[config.mk]
export PLATFORM = sky130hd
export DESIGN_NAME = seg_scan_decoder
export DESIGN_NICKNAME = d
export VERILOG_FILES = /design/src/rtl/seg_scan_decoder.sv
export SDC_FILE = /design/constraint.sdc
export NUM_CORES = 1
export LEC_CHECK = 0
export CAP_MARGIN = 20
export CORE_AREA = 2 2 104 81
export DETAILED_ROUTE_END_ITERATION = 12
export DIE_AREA = 0 0 106 83
export GPL_TIMING_DRIVEN = 0
export SYNTH_ARGS = -nofsm -noshare
export SYNTH_HDL_FRONTEND = slang
export SYNTH_SLANG_ARGS = --single-unit
export TNS_END_PERCENT = 20
[constraint.sdc]
create_clock -name i_clk -period 3.1 [get_ports i_clk]
set_input_delay 0.465 -clock i_clk [delete_from_list [all_inputs] [get_ports i_clk]]
set_output_delay 0.465 -clock i_clk [all_outputs]
set_load 0.03 [all_outputs]
[src/rtl/seg_scan_decoder.sv]
// seg_scan_decoder
// Watches a scanned seven-segment bus (one-hot digit select plus shared
// segment lines). Each digit is decoded back to BCD once its select and
// segment pattern have held steady for long enough. Decoded digits are
// collected into a multi-digit frame. A completed frame is handed
// downstream on a valid/ready interface.
module seg_scan_decoder #(
  parameter int DIGITS        = 4,
  parameter int STABLE_CYCLES = 4
) (
  input  logic                  i_clk,
  input  logic                  i_rst,
  input  logic [DIGITS-1:0]     i_dig_sel,
  input  logic [6:0]            i_seg,
  input  logic                  i_out_ready,
  output logic                  o_out_valid,
  output logic [4*DIGITS-1:0]   o_bcd_out,
  output logic [DIGITS-1:0]     o_digit_err,
  output logic                  o_overrun
);

  localparam int SW = DIGITS + 7;
  localparam int CW = $clog2(STABLE_CYCLES + 1);
  localparam logic [CW-1:0] CNT_MAX = CW'(STABLE_CYCLES);
  localparam logic [CW-1:0] CNT_CAP = CW'(STABLE_CYCLES - 1);

  // Returns {err, bcd}. Unrecognised patterns decode to F with err set.
  function automatic logic [4:0] seg_decode(input logic [6:0] s);
    logic [4:0] r;
    case (s)
      7'b0111111: r = 5'h00;
      7'b0001010: r = 5'h01;
      7'b1110011: r = 5'h02;
      7'b1011011: r = 5'h03;
      7'b1001110: r = 5'h04;
      7'b1011101: r = 5'h05;
      7'b1111101: r = 5'h06;
      7'b0001011: r = 5'h07;
      7'b1111111: r = 5'h08;
      7'b1011111: r = 5'h09;
      default:    r = 5'h1F;
    endcase
    return r;
  endfunction

  logic [SW-1:0]       r_smp;
  logic [CW-1:0]       r_cnt;
  logic [4*DIGITS-1:0] r_slot_bcd;
  logic [DIGITS-1:0]   r_slot_err;
  logic [DIGITS-1:0]   r_seen;

  logic                w_same;
  logic [DIGITS-1:0]   w_sel;
  logic                w_onehot;
  logic                w_cap;
  logic [4:0]          w_dec;
  logic [DIGITS-1:0]   w_seen_nx;
  logic                w_complete;
  logic                w_load;
  logic [4*DIGITS-1:0] w_slot_bcd_nx;
  logic [DIGITS-1:0]   w_slot_err_nx;

  assign w_same     = ({i_dig_sel, i_seg} == r_smp);
  assign w_sel      = r_smp[SW-1:7];
  assign w_onehot   = (w_sel != '0) && ((w_sel & (w_sel - DIGITS'(1))) == '0);
  // The count saturates, so this equality is true only once per stable period.
  assign w_cap      = w_same && (r_cnt == CNT_CAP) && w_onehot;
  assign w_dec      = seg_decode(r_smp[6:0]);
  assign w_seen_nx  = r_seen | (w_cap ? w_sel : '0);
  assign w_complete = w_cap && (&w_seen_nx);
  assign w_load     = w_complete && (!o_out_valid || i_out_ready);

  // Slot contents after this edge's capture. Frame loading uses this view,
  // so the last digit of a frame is included with no added latency.
  always_comb begin
    w_slot_bcd_nx = r_slot_bcd;
    w_slot_err_nx = r_slot_err;
    for (int i = 0; i < DIGITS; i++) begin
      if (w_cap && w_sel[i]) begin
        w_slot_bcd_nx[4*i +: 4] = w_dec[3:0];
        w_slot_err_nx[i]        = w_dec[4];
      end
    end
  end

  // Input sampler and saturating stability counter.
  always_ff @(posedge i_clk or posedge i_rst) begin
    if (i_rst) begin
      r_smp <= '0;
      r_cnt <= '0;
    end else begin
      r_smp <= {i_dig_sel, i_seg};
      if (!w_same)
        r_cnt <= '0;
      else if (r_cnt != CNT_MAX)
        r_cnt <= r_cnt + CW'(1);
    end
  end

  // Per-digit slots and seen mask. The mask clears whenever a frame completes.
  always_ff @(posedge i_clk or posedge i_rst) begin
    if (i_rst) begin
      r_slot_bcd <= '0;
      r_slot_err <= '0;
      r_seen     <= '0;
    end else begin
      r_slot_bcd <= w_slot_bcd_nx;
      r_slot_err <= w_slot_err_nx;
      r_seen     <= w_complete ? '0 : w_seen_nx;
    end
  end

  // Output frame register, handshake, and overrun pulse.
  always_ff @(posedge i_clk or posedge i_rst) begin
    if (i_rst) begin
      o_bcd_out   <= '0;
      o_digit_err <= '0;
      o_out_valid <= 1'b0;
      o_overrun   <= 1'b0;
    end else begin
      o_overrun <= w_complete && !w_load;
      if (w_load) begin
        o_bcd_out   <= w_slot_bcd_nx;
        o_digit_err <= w_slot_err_nx;
        o_out_valid <= 1'b1;
      end else if (o_out_valid && i_out_ready) begin
        o_out_valid <= 1'b0;
      end
    end
  end

endmodule

==> metrics.txt, run 1 <==
status=finished clean; CP Data Required Time=3.32 ns; hold buffer count at cts=0; Final min period=2.618 ns; clk_lat worst skew=0.33 ns; FF+latch area=1501 um2; largest net degree at the start of global routing=37; final worst-path cycle share=84.44%; critical path arrival=2.83 ns; sequential-to-total area share from yosys stat=49.50%; die height=83 um; nets=291; critical path class=in -> reg; post-synthesis cell count=227; worst slew pin tran=0.7361 ns; worst slack at placement=0.1074 ns; core region area=7742 um2; htree depth=3; Antenna diodes=0; initial antenna violation count=0; DR DRC count=0; Peak supply drop=229.5 uV; Detailed Place HPWL=4.055 mm; mapped cell area=3033 um2; detail-routed net length per standard cell=14.40 um; first-pass GRT wire length=9.666 mm; number of global-route vias before repair=1849; busiest grt layer=met1; met2 GRT Util=19.47%; TritonCTS clock tree=done; gr ovfl total=0; final setup vio count=0; setup_tns=0 ns; setup bufs post-CTS=0; dominant synthesized flop cell=dfrtp_1; Core Util, Final=48.69%; DR iter-0 viols=76; MaxCap Viol Count=0; pwr dens=463.0 nW/um2; number of synthesized flops with an enable pin=0; Final Worst Setup Slack=0.4823 ns; DR vias=1868; multi-input logic area=1401 um2; DRT Wirelength=5.530 mm; ys async rst share=100.0%; total CTS buffers=9; die area=8798 um2; CP endpoint kind=flip-flop; final hold viol count=0; die width=106 um; Syn-to-layout area delta=24.30%; Placer Congestion=0.7805; CP Max Fanout=8; GR met1 Demand/Resource=20.74%; commonest non-fill, non-tap cells in the layout=dfrtp_1 (60), clkdlybuf4s50_1 (35), nor2_1 (20); Worst-path clk slew=0.07 ns; share of cells above drive strength 1=27.60%; Mapped Avg Cell Area=13.36 um2; Fmax=382.0 MHz; Mapped Nets=244; FP Rows=28; synth unique cells=52; worst hold slack=0.4913 ns; Clock Skews=0.006580 ns; Fillers=673; # port buffers=35; io pins=36; Resized Gates After CTS=0; worst min path class=reg -> reg; startpoint types=input pin; commonest non-fill, non-tap cell in the layout=dfrtp_1; via/cell ratio=4.865; clock buffer depth=2; RSZ-0062 raised after global routing=false; slew margin rel.=50.63%; clk root buf=clkbuf_8; CTS sink cnt=60; Max Transition Viols Final=0; DRT antenna net count=0; M3 GR Usage=5.495%; Initial Utilization=39.17%; yosys warns=0; Total Power=1.745 mW; Lkg Pwr=1.638 nW; Initial DRT Pass Iterations=4; gr usage total=14.05%; flops & latches, synth=60
## flip-flops by register name, indices dropped and copies added, names as in the netlist
name	count
r_cnt	3
r_smp	11
o_overrun	1
r_slot_bcd	16
r_slot_err	4
r_seen	4
o_bcd_out	16
o_digit_err	4
o_out_valid	1
## worst paths after layout
path | slack [ns] | start | cells past startpoint | to
min | 0.49 | o_bcd_out[15] | 1 | o_bcd_out[15]
min in group asynchronous | 0.50 | i_rst | 2 | o_bcd_out[6]
max reg2reg | 0.68 | r_smp[8] | 5 | o_bcd_out[10]
min reg2reg | 0.49 | o_bcd_out[15] | 1 | o_bcd_out[15]
max in group asynchronous | 2.02 | i_rst | 3 | o_overrun
max | 0.48 | i_seg[5] | 6 | o_bcd_out[10]
## kinds of logic after synthesis
kind of cell / share of synthesized area, %
xor gates and xnor gates: 7.137
adders and majority gates: 1.238
DFF: 49.50
muxes: 14.07
and+or+nand+nor: 16.79
buffers and inverters: 4.290
AOI/OAI and AO/OA: 6.972
## cell usage after synthesis (2+ instances only)
master,number,area share (%)
o211ai_1,5,1.2
inv_1,6,0.74
a21oi_1,6,0.99
nor3b_1,4,0.99
o21ai_1,9,1.5
ha_1,3,1.2
o21ai_0,3,0.49
mux2_4,15,7.4
mux2_1,5,1.9
nand2b_1,5,1.0
nor2_1,20,2.5
o22ai_1,2,0.41
xnor2_4,3,2.7
dfrtp_1,60,50
buf_4,2,0.49
nand2_1,7,0.87
xnor2_1,5,1.4
mux2_2,12,4.5
nor3_1,2,0.33
and3_1,2,0.41
buf_6,6,2.2
nand4_4,2,1.4
nand4b_1,2,0.58
nand3_1,3,0.49
nor4_1,2,0.41
xnor2_2,5,2.7
nor4_4,5,3.5
nand4_1,2,0.41
## stage by stage
step / area (um2) / cells
final: 3770 / 384
after global routing: 3770 / 384
after CTS: 3770 / 384
after detailed placement: 3535 / 368
after global placement: 3515 / 367
after floorplan: 3033 / 227
## critical path: stages
cell	delay, ns
clkdlybuf4s50_1	0.51
xnor2_4	0.24
nand4_4	0.25
nor4_4	0.65
mux2_2	0.41
mux2_1	0.29
## power by group
| part | switching (mW) | total, mW | internal (mW) |
|---|---|---|---|
| clock network | 0.309 | 0.806 | 0.498 |
| logic | 0.0794 | 0.143 | 0.0637 |
| registers | 0.00623 | 0.796 | 0.790 |
## area by class of cell
cell class              count  area share, %
plain buffers              10          2.854
clock buffers              11          4.016
clock inverters             5          2.224
inverters                   6         0.5974
multi-input cells         151          37.17
flip-flops and latches     60          39.83
well taps                 105          3.485
repair buffers             36          9.824
## layer usage
layer	wire length (um)	vias to the layer above
li1	-	911
met1	2868	919
met2	2425	34
met3	198	4
met4	37	0
met5	0	-
(Power assumes the default switching activity.)
==> run 2, diff against run 1 <==
==> constraint.sdc (replaced) <==
create_clock -name i_clk -period 2.21 [get_ports i_clk]
set_input_delay 0.3315 -clock i_clk [delete_from_list [all_inputs] [get_ports i_clk]]
set_output_delay 0.3315 -clock i_clk [all_outputs]
set_load 0.03 [all_outputs]
==> run 2 against run 1 <==
  * Largest power group unchanged
  * Critical path type is now reg -> reg
  * Wire length rose by 12%
  * Clock power rose by 41%
  * Highest routed layer unchanged
  * The flow now finishes with violations (setup timing)
  * Non-clock buffer count rose by 23
  * Combinational power rose by 68%
  * Global-route usage rose by 0.79 points
  * Clock skew rose by 0.0012 ns
==> metrics.txt, run 2 (same netlist as run 1, synthesis figures left out) <==
TritonCTS clock tree=done; critical path arrival=2.43 ns; commonest non-fill, non-tap cell in the layout=dfrtp_1; CTS sink cnt=60; commonest non-fill, non-tap cells in the layout=dfrtp_1 (58), clkdlybuf4s50_1 (30), mux2_4 (23); RSZ-0062 raised after global routing=true; via/cell ratio=4.951; slew margin rel.=38.60%; initial antenna violation count=0; MaxCap Viol Count=0; CP Max Fanout=4; DR DRC count=0; DR iter-0 viols=75; Detailed Place HPWL=4.055 mm; io pins=36; multi-input logic area=1558 um2; Fmax=452.4 MHz; htree depth=3; Core Util, Final=53.88%; hold buffer count at cts=0; Area after DPL=3535 um2; placed cells=368; Lkg Pwr=1.828 nW; DR vias=2015; first-pass GRT wire length=10.29 mm; # port buffers=35; failing checks=setup timing; clock buffer depth=2; Worst-path clk slew=0.07 ns; final hold viol count=0; final worst-path cycle share=100.0%; total CTS buffers=9; critical path class=reg -> reg; Fillers=644; Final min period=2.210 ns; final setup vio count=1; Max Transition Viols Final=0; Largest regs=o_bcd_out x16, r_slot_bcd x16, r_smp x11; worst hold slack=0.2519 ns; gr usage total=14.84%; Clock Skews=0.007777 ns; gr ovfl total=0; share of cells above drive strength 1=39.07%; Syn-to-layout area delta=37.54%; Initial Utilization=39.17%; DRT Wirelength=6.204 mm; FP Rows=28; largest net degree at the start of global routing=37; worst slew pin tran=0.9155 ns; core region area=7742 um2; Placer Congestion=0.7805; clk root buf=clkbuf_8; nets=314; detail-routed net length per standard cell=15.24 um; CP Data Required Time=2.43 ns; Final Worst Setup Slack=-0.0003242 ns; non-filler instance count after layout=407; setup_tns=-0.0003242 ns; clk_lat worst skew=0.34 ns; Peak supply drop=326.7 uV; Initial DRT Pass Iterations=4; die height=83 um; status=complete, but fails checks; Final Cell Area=4172 um2; die width=106 um; Antenna diodes=0; DRT antenna net count=0; die area=8798 um2; startpoint types=flip-flop; FF+latch area=1504 um2; number of global-route vias before repair=1979; pwr dens=599.5 nW/um2; worst min path class=in -> reg; CP endpoint kind=flip-flop
## run 2: cell types whose count changed in the layout (fill, tap and decap cells not counted), moves of 3 or more
| cell | change |
|---|---|
| dlygate4sd2_1 | +3 |
| mux2_2 | -4 |
| mux2_1 | -4 |
| clkdlybuf4s50_1 | -5 |
| buf_6 | +7 |
| mux2_4 | +8 |
| buf_4 | +13 |
| xnor2_4 | +3 |
| xnor2_1 | -3 |
## run 2: path summary, 6_finish.rpt
path                                start        endpoint  slack, ns  depth (start not counted)
max reg2reg                      r_smp[5]    o_bcd_out[9]    -0.0003                          8
min in group asynchronous           i_rst    o_bcd_out[7]       0.36                          2
max in group asynchronous           i_rst        r_smp[8]       1.25                          3
max                              r_smp[5]    o_bcd_out[9]    -0.0003                          8
min reg2reg                r_slot_bcd[13]  r_slot_bcd[13]       0.49                          1
min                              i_seg[5]        r_smp[5]       0.25                          1
## run 2: cell type report
class                      count  area share (%)
sequential                    60           36.05
tap                          105           3.149
clock inverter                 5           2.010
inverter                       6          0.5399
clock buffer                  11           3.629
multi-input combinational    151           37.34
timing repair buffer          59           14.52
buffer                        10           2.759
## run 2: per-layer routing
metal  up-vias  share of wire, %  GRT usage, %  routed length (um)
met1      1018                50         21.25                3099
met5         -                 0             0                   0
met2        33                46         21.23                2833
li1        957                 -             -                   -
met3         7               3.6         5.730                 224
met4         0              0.76         3.349                  47
## run 2: worst max-delay path, stage by stage, from the launching register on
cell,delay (ns)
dfrtp_1,0.37
buf_6,0.13
xnor2_4,0.18
nand4_4,0.16
buf_6,0.17
nor4_4,0.28
buf_4,0.20
mux2_2,0.35
mux2_4,0.26
## run 2: metrics by stage
step                worst slack (ns)  total power [mW]
global placement             -0.7341             1.335
detailed placement           -0.6491             1.341
floorplan                    0.07324             1.279
global route                -0.09455             2.613
finish                    -0.0003242             2.501
CTS                         0.002019             2.508
## run 2: power breakdown
part           switching (mW)  internal (mW)
Clock                   0.444          0.698
Combinational           0.127          0.113
Sequential            0.00990           1.11
## run 2: what timing repair did
action                     CTS  global route
pin swaps                    6            11
cloned                       0             1
setup endpoints to repair   21            19
gates resized for setup     13            27
setup buffers               12            10
